### config.mk
export PLATFORM = sky130hd
export DESIGN_NAME = crgu_pwr_seq
export DESIGN_NICKNAME = d
export VERILOG_FILES = /design/src/rtl/crgu_pwr_seq.sv
export SDC_FILE = /design/constraint.sdc
export NUM_CORES = 1
export LEC_CHECK = 0
export ABC_CLOCK_PERIOD_IN_PS = 1750
export BUFFER_PORTS_ARGS = -buffer_cell sky130_fd_sc_hd__buf_2
export CAP_MARGIN = 15
export CORE_MARGIN = 3
export CORE_UTILIZATION = 49
export CTS_CLUSTER_SIZE = 24
export DETAILED_ROUTE_END_ITERATION = 12
export GPL_TIMING_DRIVEN = 0
export PLACE_DENSITY = 0.84
export SLEW_MARGIN = 20
export SYNTH_ARGS = -nofsm -noshare
export SYNTH_HDL_FRONTEND = slang
export SYNTH_SLANG_ARGS = --single-unit
### constraint.sdc
create_clock -name clk_32k -period 1.75 [get_ports clk_32k]
set_input_delay 0.175 -clock clk_32k [delete_from_list [all_inputs] [get_ports clk_32k]]
set_output_delay 0.175 -clock clk_32k [all_outputs]
set_load 0.01 [all_outputs]
### src/rtl/crgu_pwr_seq.sv
// crgu_pwr_seq: always-on power sequencer for the 13 MHz clock domain.
// It brings the domain up (OFF -> SETTLE -> HOLD -> RUN) and shuts it down
// (-> SHUT -> OFF), running entirely on the 32 kHz always-on clock.
//
// Ports
//   clk_32k         in   always-on 32 kHz clock
//   rst_32k_alon_n  in   async active-low reset, already synchronised upstream
//   rg_pwr_on       in   level request: 1 = bring domain to RUN, 0 = shut down
//   rg_settle_cyc   in   [7:0] minimum clk_32k cycles spent in SETTLE
//   rg_hold_cyc     in   [3:0] shut_rstn held low for rg_hold_cyc+1 cycles
//   ad_osc13m_rdy   in   oscillator ready (synchronised to clk_32k)
//   cmd_reset_32k   in   single-cycle soft reset of the domain (honoured in RUN)
//   osc13m_en       out  13 MHz oscillator enable
//   clk_en          out  6.5/13 MHz clock tree gate enable
//   shut_rstn       out  active-low reset of the shut-down domain
//   seq_state       out  [2:0] state: OFF=0 SETTLE=1 HOLD=2 RUN=3 SHUT=4
//   seq_done        out  one-cycle pulse on entry to RUN
//   seq_err         out  one-cycle pulse on settle watchdog timeout
//
// Build option: define CRGU_PWR_SEQ_WDT_EN to enable the SETTLE watchdog.
// Without it SETTLE waits indefinitely and seq_err is constant 0.
module crgu_pwr_seq (
  input  logic       clk_32k,
  input  logic       rst_32k_alon_n,
  input  logic       rg_pwr_on,
  input  logic [7:0] rg_settle_cyc,
  input  logic [3:0] rg_hold_cyc,
  input  logic       ad_osc13m_rdy,
  input  logic       cmd_reset_32k,
  output logic       osc13m_en,
  output logic       clk_en,
  output logic       shut_rstn,
  output logic [2:0] seq_state,
  output logic       seq_done,
  output logic       seq_err
);

  typedef enum logic [2:0] {
    ST_OFF    = 3'd0,
    ST_SETTLE = 3'd1,
    ST_HOLD   = 3'd2,
    ST_RUN    = 3'd3,
    ST_SHUT   = 3'd4
  } state_e;

  state_e     state_q, state_d;
  logic [7:0] cnt_q, cnt_d;
  logic [7:0] cnt_inc;
  logic       osc_d, clken_d, rstn_d, done_d;
  logic       rearm_blk;

`ifdef CRGU_PWR_SEQ_WDT_EN
  logic lock_q, lock_d;
  logic err_d;
  assign rearm_blk = lock_q;
`else
  assign rearm_blk = 1'b0;
`endif

  // Saturating increment: a long SETTLE must never wrap back below the threshold.
  assign cnt_inc = (cnt_q == 8'hFF) ? cnt_q : cnt_q + 8'd1;

  always_comb begin
    state_d = state_q;
    cnt_d   = cnt_q;
`ifdef CRGU_PWR_SEQ_WDT_EN
    err_d   = 1'b0;
    lock_d  = lock_q;
    // Re-arm after a timeout only once the request has been seen low.
    if (!rg_pwr_on) lock_d = 1'b0;
`endif
    case (state_q)
      ST_OFF: begin
        if (rg_pwr_on && !rearm_blk) begin
          state_d = ST_SETTLE;
          cnt_d   = '0;
        end
      end
      ST_SETTLE: begin
        if (!rg_pwr_on) begin
          state_d = ST_SHUT;
          cnt_d   = '0;
        end else if ((cnt_q >= rg_settle_cyc) && ad_osc13m_rdy) begin
          state_d = ST_HOLD;
          cnt_d   = '0;
`ifdef CRGU_PWR_SEQ_WDT_EN
        end else if ((cnt_q == 8'hFF) && !ad_osc13m_rdy) begin
          state_d = ST_OFF;
          cnt_d   = '0;
          err_d   = 1'b1;
          lock_d  = 1'b1;
`endif
        end else begin
          cnt_d = cnt_inc;
        end
      end
      ST_HOLD: begin
        if (!rg_pwr_on) begin
          state_d = ST_SHUT;
          cnt_d   = '0;
        end else if (cnt_q >= {4'b0000, rg_hold_cyc}) begin
          state_d = ST_RUN;
          cnt_d   = '0;
        end else begin
          cnt_d = cnt_inc;
        end
      end
      ST_RUN: begin
        // Power-off wins over a simultaneous soft reset.
        if (!rg_pwr_on) begin
          state_d = ST_SHUT;
          cnt_d   = '0;
        end else if (cmd_reset_32k) begin
          state_d = ST_HOLD;
          cnt_d   = '0;
        end
      end
      ST_SHUT: begin
        // Two cycles with reset asserted and clocks still running.
        if (cnt_q != 8'd0) begin
          state_d = ST_OFF;
          cnt_d   = '0;
        end else begin
          cnt_d = cnt_inc;
        end
      end
      default: begin
        state_d = ST_OFF;
        cnt_d   = '0;
      end
    endcase
  end

  // Outputs decoded from the next state so the registered values line up
  // with seq_state in the same cycle.
  always_comb begin
    osc_d   = 1'b0;
    clken_d = 1'b0;
    rstn_d  = 1'b0;
    case (state_d)
      ST_SETTLE: osc_d = 1'b1;
      ST_HOLD,
      ST_SHUT: begin
        osc_d   = 1'b1;
        clken_d = 1'b1;
      end
      ST_RUN: begin
        osc_d   = 1'b1;
        clken_d = 1'b1;
        rstn_d  = 1'b1;
      end
      default: ;
    endcase
    done_d = (state_d == ST_RUN) && (state_q != ST_RUN);
  end

  always_ff @(posedge clk_32k or negedge rst_32k_alon_n) begin
    if (!rst_32k_alon_n) begin
      state_q   <= ST_OFF;
      cnt_q     <= '0;
      osc13m_en <= 1'b0;
      clk_en    <= 1'b0;
      shut_rstn <= 1'b0;
      seq_done  <= 1'b0;
    end else begin
      state_q   <= state_d;
      cnt_q     <= cnt_d;
      osc13m_en <= osc_d;
      clk_en    <= clken_d;
      shut_rstn <= rstn_d;
      seq_done  <= done_d;
    end
  end

`ifdef CRGU_PWR_SEQ_WDT_EN
  always_ff @(posedge clk_32k or negedge rst_32k_alon_n) begin
    if (!rst_32k_alon_n) begin
      lock_q  <= 1'b0;
      seq_err <= 1'b0;
    end else begin
      lock_q  <= lock_d;
      seq_err <= err_d;
    end
  end
`else
  assign seq_err = 1'b0;
`endif

  assign seq_state = state_q;

endmodule

**Yosys cells after proc, flatten, opt, wreduce, memory -nomap -nowiden**

Cells that the tools add are included.

- Output and inout bits: 8
- ROM bits: 0
- Bits in writable memories: 0
- Memories: 0
- Input bits: 17
- Flip-flop bits (word level): 15
- Latch bits: 0
- Word-level logic and storage cells: 50

- Divide/modulo/power cells: 0
- Muxes and demuxes: 22
- Multipliers: 0
- Magnitude comparators: 2
- Shift-type cells: 0
- Add/sub/neg operators: 1
- Bitwise logic cells: 0
- Equality and inequality tests: 12
- Reduce and logical (&&, ||, !) cells: 7

Operators by type and width:

| kind | count |
|---|---|
| $mux 8 | 9 |
| $pmux 8 s5 | 1 |
| $mux 3 | 8 |
| $pmux 3 s5 | 1 |
| $eq 3x2->1 const B | 4 |
| $add 8x1->8 const B | 1 |
| $eq 8x8->1 const B | 1 |
| $ge 8x4->1 | 1 |
| $ge 8x8->1 | 1 |
| $reduce_bool 8->1 | 1 |
| $eq 3x1->1 const B | 2 |
| $eq 3x3->1 const B | 2 |
| $reduce_or 4->1 | 1 |
| $logic_not 3->1 | 1 |
| $mux 1 | 3 |
| $ne 3x2->1 const B | 1 |
| $ne 3x3->1 const B | 1 |
| $reduce_or 3->1 | 1 |
| $logic_and 1x1->1 | 2 |
| $ne 2x2->1 const B | 1 |
| $reduce_and 2->1 | 1 |

**Longest topological paths before layout**

Gate-level depths: netlist (run 1).

- Depth in word-level cells: 8
- Mapped depth: 9
- Depth with buffers taken out: 8

**Worst setup path after synthesis (run 1)**

No wires, ideal clock.

- Path kind: register -> register
- Start point: register cnt_q[2]
- End point: register cnt_q[1]
- Setup slack: -0.137 ns
- Arrival time: 1.765 ns
- Stages on the path, launching flop included: 8
- Buffers on the path: 0
- Clock period less this slack: 1.887 ns
- Cell sequence: dfrtp_1 -> ha_1 -> o211ai_1 -> o211ai_2 -> o32ai_1 -> a21o_1 -> or2_1 -> a32o_1

- Word-level cells in the longest chain between the ends: 5

RTL lines:

| what | RTL line | source |
|---|---|---|
| start: declaration | 47 | `logic [7:0] cnt_q, cnt_d;` |
| start signal: assignment | 167 | `cnt_q <= cnt_d;` |
| $ge 8x8->1 or $eq 8x8->1 (tied branches) | 83, 61 |  |
| $logic_and 1x1->1 or $mux 8 (tied branches) | 83, 61 |  |
| $mux 8 (on tied branches) | 83, 101 |  |
| $mux 8 (on tied branches) | 80, 98 |  |
| $pmux 8 s5 (*) | 72 | `case (state_q)` |

Mark *: on every way between the ends. The rest lies on a longest branch, timed or not.
A chain may end at the register's enable or synchronous reset.

**Worst setup path in the final report (run 1)**

- Start point: register cnt_q[0]
- End point: register cnt_q[5]

- Word-level cells in the longest chain between the ends: 5

RTL lines:

| what | RTL line | source |
|---|---|---|
| $add 8x1->8, or another cell as far along | 61 | `assign cnt_inc = (cnt_q == 8'hFF) ? cnt_q : cnt_q + 8'd1;` |
| $mux 8 or $logic_and 1x1->1 (tied branches) | 61, 83 |  |
| $mux 8 (on tied branches) | 101, 83 |  |
| $mux 8 (on tied branches) | 98, 80 |  |
| $pmux 8 s5 (*) | 72 |  |

Marks and branches as above.

==> impl_metrics.json, run 1 <==
{
  "numPlacedInstances": 189,
  "hp-start": "cmd_reset_32k",
  "seq_area_frac_synth_pct": 31.1,
  "io_buffer_count": 23,
  "cts_htree_levels": 1,
  "syn_avg_cell_area_sq_um": 8.76,
  "cts.sinks": 15,
  "critPathMaxStageDelay_ns": 0.39,
  "cts_buffer_depth": 2,
  "rsz0062_at_grt": "true",
  "cp_slowest_cell": "dfrtp_1",
  "ir_drop_mv": 0.801,
  "die_area_sq_um": 3100,
  "synth_seq_cells": 15,
  "core_area_sq_um": 2280,
  "ios": 25,
  "layout_commonest_cell": "buf_2",
  "synth.top_cell.area_share_pct": 31.1,
  "skew_ns": 0.00384,
  "fin_nets": 212,
  "min_path_cells": 3,
  "period_minus_slack_ns": 2.06,
  "ant_nets": 0,
  "netlist_area_sq_um": 1210,
  "synth_edf_count": 0,
  "drc": 0,
  "clock_latency_ns": 0.29,
  "cts_tree": "built",
  "fmaxAchievable_mhz": 484,
  "yosys.area.top_type": "dfrtp_1",
  "grt.overflow.total": 0,
  "antenna_found_initial": 0,
  "grt_pass1_wl_um": 5320,
  "crit_path_start_kind": "flop",
  "crit_required_ns": 1.96,
  "ys_types": 48,
  "yosysWarningCount": 0,
  "final_cell_mix": "buf_2, inv_1, buf_4",
  "grt_pass1_vias": 1237,
  "whs_endpoint": "shut_rstn",
  "slew_viol_final": 0,
  "power_leakage_nw": 0.819,
  "final_cell_count_no_fill": 208,
  "drt-total-wl_um": 3530,
  "crit_family": "compound AO/OA/AOI/OAI gates",
  "critPathBufInv": 4,
  "path_class": "reg -> reg",
  "diodes": 0,
  "grt_max_degree": 16,
  "first_pass_iters": 4,
  "place_ws_ns": -0.435,
  "outcome": "complete, but fails checks",
  "violations": "negative setup slack",
  "cp_num_cells": 11,
  "setup_violations": 11,
  "fin_tns_setup_ns": -2.48,
  "cts_buffers": 3,
  "post_drt_wl_per_cell_um": 17.0,
  "crit_chain": "inv_2 > buf_4 > ha_4 > nor2b_1 > o21ai_2 > a21oi_2 > a21o_1 > buf_6 > buf_6 > nand2_1 > a31oi_1",
  "synthesis.nets": 169,
  "crit_path_end_kind": "flop",
  "dp_hpwl_um": 2050,
  "drive_gt1_share_pct": 44.4,
  "worstPathMaxFanout": 8,
  "area_delta_synth_final_pct": 39.1,
  "yosys-top-cells-area": "dfrtp_1, ha_1, inv_1",
  "holdCritPathClass": "in -> reg",
  "r2r_slack_ns": -0.31,
  "fill_cells": 149,
  "powerDensity_nw_per_um2": 916,
  "start_util_pct": 53.1,
  "r2r-start": "cnt_q[0]",
  "clkTransAtPathRegs_ns": 0.09,
  "post-route-period-util_pct": 118,
  "path_common_cell": "buf_6",
  "vias": 1222,
  "vias_per_cell": 5.88,
  "fp.dieH_um": 55.7,
  "r2r_cells": 11,
  "synthCells": 138,
  "rows": 17,
  "synth-async-reset-ratio_pct": 100,
  "final.setup.worst_slack_ns": -0.314,
  "arrival_ns": 2.27,
  "synth_ff_type": "dfrtp_1",
  "regToRegEndpoint": "cnt_q[5]",
  "drv_cap": 0,
  "finalHoldViolCount": 0,
  "gp_congestion": 0.873,
  "fp.dieW_um": 55.7,
  "initialDrtViolationCount": 49,
  "grtUsageTotal_pct": 21.2,
  "root_buffer": "clkbuf_4"
}
[logic make-up after synthesis]
logic type	after synthesis	share of synthesized area, %
buffers and inverters	23	8.38
other	1	0.310
AO/OA/AOI/OAI	32	20.2
flip-flops	15	31.1
adder cells (fa/ha/maj)	14	14.5
AND/OR/NAND/NOR	53	25.6
[power by group]
| group | internal (mW) | total, mW | switching [mW] |
|---|---|---|---|
| sequential | 0.410 | 0.463 | 0.0522 |
| clock | 0.0886 | 0.202 | 0.113 |
| combinational | 0.430 | 0.876 | 0.446 |
| total | 0.929 | 1.54 | 0.612 |
[timing repair]
item | 4_1_cts | 5_1_grt
resized for setup | 14 | 21
hold buffers | 1 | 0
hold endpoints to repair | 15 | 0
endpoints found under the setup margin | 11 | 12
gates cloned | 0 | 0
pin swaps | 14 | 16
buffers inserted | 11 | 4
[Yosys cell counts, types with 2 or more instances]
| cell | number |
|---|---|
| nor2_1 | 12 |
| a31oi_1 | 2 |
| nand4_1 | 3 |
| ha_1 | 14 |
| nor3b_1 | 2 |
| dfrtp_1 | 15 |
| nand2_1 | 6 |
| buf_2 | 3 |
| a21oi_1 | 4 |
| nand2b_1 | 2 |
| and3_1 | 2 |
| a21o_1 | 2 |
| nor2b_1 | 5 |
| o21ai_1 | 3 |
| o21ai_0 | 4 |
| nor3_1 | 4 |
| a21oi_2 | 2 |
| nand3_1 | 7 |
| inv_1 | 17 |
[sequential cells by signal (all words and copies together) (netlist names)]
signal,flops
clk_en,1
seq_done,1
shut_rstn,1
osc13m_en,1
cnt_q,8
seq_state,3
[how the worst max path moves through the flow]
stage          endpoint  startpoint  slack [ns]
2_1_floorplan  cnt_q[2]    cnt_q[2]       -0.13
3_3_place_gp   cnt_q[2]    cnt_q[2]       -0.30
3_5_place_dp   cnt_q[2]    cnt_q[0]       -0.44
4_1_cts        cnt_q[2]    cnt_q[2]       -0.25
5_1_grt        cnt_q[4]    cnt_q[0]       -0.42
6_report       cnt_q[5]    cnt_q[0]       -0.31
[routing by layer]
layer	GRT usage, %	routed length, um	vias up
li1	-	-	577
met1	23.1	1420	579
met2	39.2	1810	58
met3	6.96	218	8
met4	5.21	80	0
met5	0	0	-
[worst reg2reg max path: stages, from the launching register on]
cell	delay, ns
dfrtp_1	0.39
inv_2	0.08
buf_4	0.13
ha_4	0.19
nor2b_1	0.22
o21ai_2	0.12
a21oi_2	0.19
a21o_1	0.21
buf_6	0.17
buf_6	0.11
nand2_1	0.04
a31oi_1	0.15
[stage by stage]
stage / total power [mW] / utilization, % / hold WS, ns / area (sq um)
6_report: 1.54 / 73.9 / 0.209 / 1680
5_1_grt: 1.66 / 73.9 / 0.219 / 1680
4_1_cts: 1.37 / 68.9 / 0.218 / 1570
3_5_place_dp: 1.03 / 59.8 / 0.0961 / 1360
3_3_place_gp: 1.01 / 59.8 / 0.0906 / 1360
2_1_floorplan: 0.874 / - / -0.121 / 1210
[final cells by class]
class                           instances  area (sq um)  share of cell area (%)
Multi-Input combinational cell        100           898                    53.4
Tap cell                               28          35.0                    2.08
Buffer                                  6          40.0                    2.38
Sequential cell                        15           380                    22.6
Clock buffer                            4          26.3                    1.56
Inverter                               17          63.8                    3.79
Timing Repair Buffer                   38           238                    14.1
Power figures use the tool's default switching activity.
==> run 2, diff against run 1 <==
--- a/config.mk
+++ b/config.mk
@@ -6,14 +6,14 @@
 export NUM_CORES = 1
 export LEC_CHECK = 0
 export ABC_CLOCK_PERIOD_IN_PS = 1750
-export BUFFER_PORTS_ARGS = -buffer_cell sky130_fd_sc_hd__buf_2
 export CAP_MARGIN = 15
 export CORE_MARGIN = 3
-export CORE_UTILIZATION = 49
+export CORE_UTILIZATION = 56
 export CTS_CLUSTER_SIZE = 24
 export DETAILED_ROUTE_END_ITERATION = 12
+export DONT_BUFFER_PORTS = 1
 export GPL_TIMING_DRIVEN = 0
-export PLACE_DENSITY = 0.84
+export PLACE_DENSITY = 0.83
 export SLEW_MARGIN = 20
 export SYNTH_ARGS = -nofsm -noshare
 export SYNTH_HDL_FRONTEND = slang
==> run 2 against run 1 <==
Against the previous run: the flow still finishes with violations (negative setup slack); utilization is 0.74 points higher; clock power is 4% higher; global-route usage is 2.2 points higher; sequential power is 6.5% higher; die area is 11% lower; combinational power is 20% lower; cell count is 14% lower; sequential cell count stayed put; total power is 9.0% lower; critical endpoint is now cnt_q[7]; largest cell class unchanged.
==> impl_metrics.json, run 2 (synthesis gave the netlist of run 1 again) <==
{
  "drt-total-wl_um": 3140,
  "grt.overflow.total": 0,
  "path_class": "reg -> reg",
  "final_cell_count_no_fill": 179,
  "cts_tree": "built",
  "worstPathMaxFanout": 3,
  "place_area_sq_um": 1240,
  "ir_drop_mv": 0.732,
  "hold_ws_ns": 0.112,
  "crit_path_start_kind": "flop",
  "rows": 16,
  "place_ws_ns": -0.316,
  "crit_path_end_kind": "flop",
  "r2r_cells": 9,
  "grt_pass1_wl_um": 4760,
  "fp.dieW_um": 52.5,
  "clkTransAtPathRegs_ns": 0.10,
  "dp_hpwl_um": 1880,
  "post-route-period-util_pct": 115,
  "cts.sinks": 15,
  "final_cell_area_sq_um": 1490,
  "core_area_sq_um": 2000,
  "initialDrtViolationCount": 53,
  "largest_register": "cnt_q",
  "antenna_found_initial": 0,
  "drive_gt1_share_pct": 29.6,
  "holdCritPathClass": "in -> reg",
  "powerDensity_nw_per_um2": 939,
  "arrival_ns": 2.23,
  "final_cell_mix": "inv_1, dfrtp_1, nor2_1, buf_4, ha_1",
  "area_delta_synth_final_pct": 23.6,
  "power_leakage_nw": 0.699,
  "violations": "negative setup slack",
  "gp_congestion": 0.922,
  "largest_reg_flops": 8,
  "grtUsageTotal_pct": 23.4,
  "first_pass_iters": 4,
  "r2r-start": "cnt_q[0]",
  "fin_tns_setup_ns": -1.44,
  "period_minus_slack_ns": 2.01,
  "ios": 25,
  "post_drt_wl_per_cell_um": 17.5,
  "vias_per_cell": 6.39,
  "setup_violations": 10,
  "finalHoldViolCount": 0,
  "slew_viol_final": 0,
  "rsz0062_at_grt": "true",
  "final_core_util_pct": 74.6,
  "numPlacedInstances": 165,
  "regToRegEndpoint": "cnt_q[7]",
  "fmaxAchievable_mhz": 497,
  "start_util_pct": 60.4,
  "io_buffer_count": 0,
  "cts_buffers": 3,
  "root_buffer": "clkbuf_4",
  "vias": 1143,
  "clock_latency_ns": 0.29,
  "grt_max_degree": 16,
  "final.setup.worst_slack_ns": -0.262,
  "cts_buffer_depth": 2,
  "skew_ns": 0.00151,
  "fin_nets": 184,
  "fp.dieH_um": 52.5,
  "cp-startpoint": "cnt_q[0]",
  "diodes": 0,
  "relSlewSlack_pct": 54.2,
  "layout_commonest_cell": "inv_1",
  "cts_htree_levels": 1,
  "fill_cells": 135,
  "drv_cap": 0,
  "die_area_sq_um": 2750,
  "crit_required_ns": 1.97,
  "hp-start": "cmd_reset_32k",
  "r2r_slack_ns": -0.26,
  "total_power_mw": 1.40,
  "crit_end": "cnt_q[7]",
  "grt_pass1_vias": 1090,
  "drc": 0,
  "outcome": "complete, but fails checks",
  "tightestPinTransition_ns": 0.685,
  "ant_nets": 0
}
[run 2: cell type report]
| type | instances | area (sq um) | area share (%) |
|---|---|---|---|
| sequential | 15 | 379 | 25.4 |
| multi-input combinational | 100 | 868 | 58.1 |
| clock inverter | 1 | 5.00 | 0.335 |
| tap | 27 | 33.8 | 2.26 |
| clock buffer | 3 | 22.5 | 1.51 |
| timing repair buffer | 10 | 81.3 | 5.44 |
| inverter | 17 | 63.8 | 4.27 |
| buffer | 6 | 40.0 | 2.68 |
[run 2: worst min path at each step]
stage / endpoint / slack (ns) / cells past startpoint
2_1_floorplan: clk_en / -0.12 / 0
3_5_place_dp: cnt_q[5] / -0.12 / 0
3_3_place_gp: cnt_q[4] / -0.12 / 0
4_1_cts: osc13m_en / 0.08 / 2
5_1_grt: shut_rstn / 0.11 / 2
6_report: shut_rstn / 0.11 / 2
[run 2: critical path, cell delays in order (launching register included)]
cell      delay [ns]
dfrtp_1         0.41
inv_2           0.10
ha_4            0.20
nor3b_2         0.18
o211ai_2        0.14
buf_4           0.18
nor3b_4         0.21
nor2b_1         0.09
o31a_1          0.31
nor3_2          0.12
[run 2: repair_timing]
| action | 4_1_cts | 5_1_grt |
|---|---|---|
| resized for setup | 15 | 13 |
| pin swaps | 10 | 8 |
| hold endpoints to repair | 15 | 0 |
| hold buffers | 1 | 0 |
| setup endpoints to repair | 11 | 11 |
| setup buffers | 9 | 0 |
[run 2: metal layers]
layer,wire length (um),up-vias,track usage (%)
met2,1540,70,38.2
met4,95,0,6.81
met5,0,-,0
li1,-,522,-
met3,252,15,6.27
met1,1250,536,30.0
[run 2: where the power goes]
part | leakage (nW) | switching [mW] | internal [mW] | total, mW
Clock | 0.0177 | 0.125 | 0.0852 | 0.210
Sequential | 0.197 | 0.0842 | 0.409 | 0.493
Combinational | 0.484 | 0.370 | 0.329 | 0.699
Total | 0.699 | 0.580 | 0.823 | 1.40
==> run 3, diff against run 2 <==
--- a/config.mk
+++ b/config.mk
@@ -14,7 +14,7 @@
 export DONT_BUFFER_PORTS = 1
 export GPL_TIMING_DRIVEN = 0
 export PLACE_DENSITY = 0.83
-export SLEW_MARGIN = 20
+export SETUP_SLACK_MARGIN = 0.5
 export SYNTH_ARGS = -nofsm -noshare
 export SYNTH_HDL_FRONTEND = slang
 export SYNTH_SLANG_ARGS = --single-unit
==> run 3 against run 2 <==
Against the previous run: the flow still finishes with violations (negative setup slack); non-clock buffer count is 6 higher; sequential cell count stayed put; combinational power is 16% higher; die area stayed put; clock power is 4% lower; first-iteration DRC count is 45% lower; sequential power hardly changed; critical endpoint is now cnt_q[1]; clock skew hardly changed; highest routed layer unchanged; sequential share of layout area is 1.5 points lower; critical path depth is 2 lower; clock-buffer cell count is 1 higher; largest cell class unchanged; register-to-register slack better by 0.02 ns.
==> impl_metrics.json, run 3 (synthesis gave the netlist of run 1 again) <==
{
  "drc": 0,
  "relSlewSlack_pct": 52.0,
  "fin_nets": 190,
  "root_buffer": "clkbuf_4",
  "core_area_sq_um": 2000,
  "outcome": "complete, but fails checks",
  "crit_path_start_kind": "flop",
  "skew_ns": 0.00136,
  "grt_max_degree": 16,
  "start_util_pct": 60.4,
  "crit_end": "cnt_q[1]",
  "initialDrtViolationCount": 29,
  "clock_latency_ns": 0.28,
  "power_leakage_nw": 0.717,
  "crit_required_ns": 1.93,
  "tightestPinTransition_ns": 0.718,
  "die_area_sq_um": 2750,
  "final.setup.worst_slack_ns": -0.242,
  "cts_buffer_depth": 2,
  "drt-total-wl_um": 3230,
  "ios": 25,
  "clkTransAtPathRegs_ns": 0.09,
  "gp_congestion": 0.755,
  "swShare_pct": 39.9,
  "fin_tns_setup_ns": -1.49,
  "finalHoldViolCount": 0,
  "hold_ws_ns": 0.105,
  "fp.dieW_um": 52.5,
  "io_buffer_count": 0,
  "setup_violations": 9,
  "period_minus_slack_ns": 1.99,
  "regToRegEndpoint": "cnt_q[1]",
  "fp.dieH_um": 52.5,
  "grt_pass1_wl_um": 4930,
  "drv_cap": 0,
  "largest_reg_flops": 8,
  "seq_power_share_pct": 32.6,
  "antenna_found_initial": 0,
  "cp-startpoint": "cnt_q[2]",
  "crit_path_end_kind": "flop",
  "arrival_ns": 2.17,
  "layout_commonest_cell": "inv_1",
  "grt.overflow.total": 0,
  "first_pass_iters": 4,
  "powerDensity_nw_per_um2": 944,
  "r2r-start": "cnt_q[2]",
  "multi_input_area_sq_um": 902,
  "slew_viol_final": 0,
  "comb_power_share_pct": 53.9,
  "r2r_slack_ns": -0.24,
  "grtUsageTotal_pct": 24.2,
  "final_cell_mix": "inv_1, buf_4, dfrtp_1",
  "ant_nets": 0,
  "holdCritPathClass": "in -> reg",
  "vias_per_cell": 6.06,
  "largest_register": "cnt_q",
  "r2r_cells": 7,
  "vias": 1121,
  "worstPathMaxFanout": 4,
  "area_delta_synth_final_pct": 32.0,
  "fmaxAchievable_mhz": 502,
  "diodes": 0,
  "power_switching_mw": 0.601,
  "internal-power_mw": 0.905,
  "path_class": "reg -> reg",
  "violations": "negative setup slack",
  "post-route-period-util_pct": 114,
  "cts_buffers": 3,
  "dp_hpwl_um": 1990,
  "rsz0062_at_grt": "true",
  "cts_tree": "built",
  "fill_cells": 140,
  "ir_drop_mv": 0.705,
  "post_drt_wl_per_cell_um": 17.4,
  "seq_area_sq_um": 382,
  "grt_pass1_vias": 1165,
  "cts.sinks": 15,
  "cts_htree_levels": 1,
  "rows": 16,
  "clkPwrFrac_pct": 13.4,
  "drive_gt1_share_pct": 38.6
}
## run 3: final cells by class
type	count	area share, %
inverter	17	4.16
multi-input combinational	100	56.5
timing repair buffer	16	8.63
tap	27	2.12
clock buffer	4	1.65
sequential	15	23.9
buffer	6	2.98
## run 3: how the worst min path moves through the flow
stage,from,end,slack (ns),cells after the start
after floorplan,rst_32k_alon_n,clk_en,-0.12,0
after global placement,rst_32k_alon_n,cnt_q[5],-0.12,0
after detailed placement,rst_32k_alon_n,cnt_q[5],-0.12,0
after CTS,cmd_reset_32k,shut_rstn,0.1,2
after global routing,cmd_reset_32k,shut_rstn,0.11,2
final,cmd_reset_32k,shut_rstn,0.10,2
## run 3: layer usage
layer	up-vias	wire length (um)	track usage (%)
met5	-	0	0
met2	56	1760	44.4
met1	522	1240	27.1
met3	6	184	3.99
met4	0	37	10.2
li1	537	-	-
## run 3: power groups by stage
stage | logic, mW | clock network [mW] | registers (mW)
6_report | 0.813 | 0.202 | 0.492
5_1_grt | 0.902 | 0.220 | 0.499
4_1_cts | 0.710 | 0.208 | 0.488
3_5_place_dp | 0.519 | 0 | 0.514
3_3_place_gp | 0.488 | 0 | 0.513
2_1_floorplan | 0.428 | 0 | 0.489
## run 3: worst max-delay path: stages, from the launching register on
cell      delay, ns
dfrtp_2        0.46
ha_4           0.27
o211ai_1       0.09
o211ai_2       0.23
o32ai_2        0.11
a21o_1         0.22
or2_1          0.24
a32o_1         0.26
## run 3: through the flow
stage               instance area, sq um  cells  total power [mW]  setup slack (ns)  util [%]
detailed placement                  1280    165              1.03            -0.367      63.8
finish                              1600    185              1.51            -0.242      79.7
CTS                                 1490    184              1.41            -0.212      74.6
global placement                    1280    165              1.00            -0.283      63.8
global route                        1600    185              1.62            -0.337      79.7
floorplan                           1240    138             0.917            -0.125         -
## run 3: repair_timing
| action | in CTS | in global routing |
|---|---|---|
| gates resized for setup | 20 | 19 |
| hold endpoints to repair | 15 | 0 |
| endpoints found under the setup margin | 15 | 15 |
| buffers inserted | 13 | 1 |
| pin swaps | 19 | 7 |
| hold buffers | 1 | 0 |
| gates cloned | 1 | 0 |
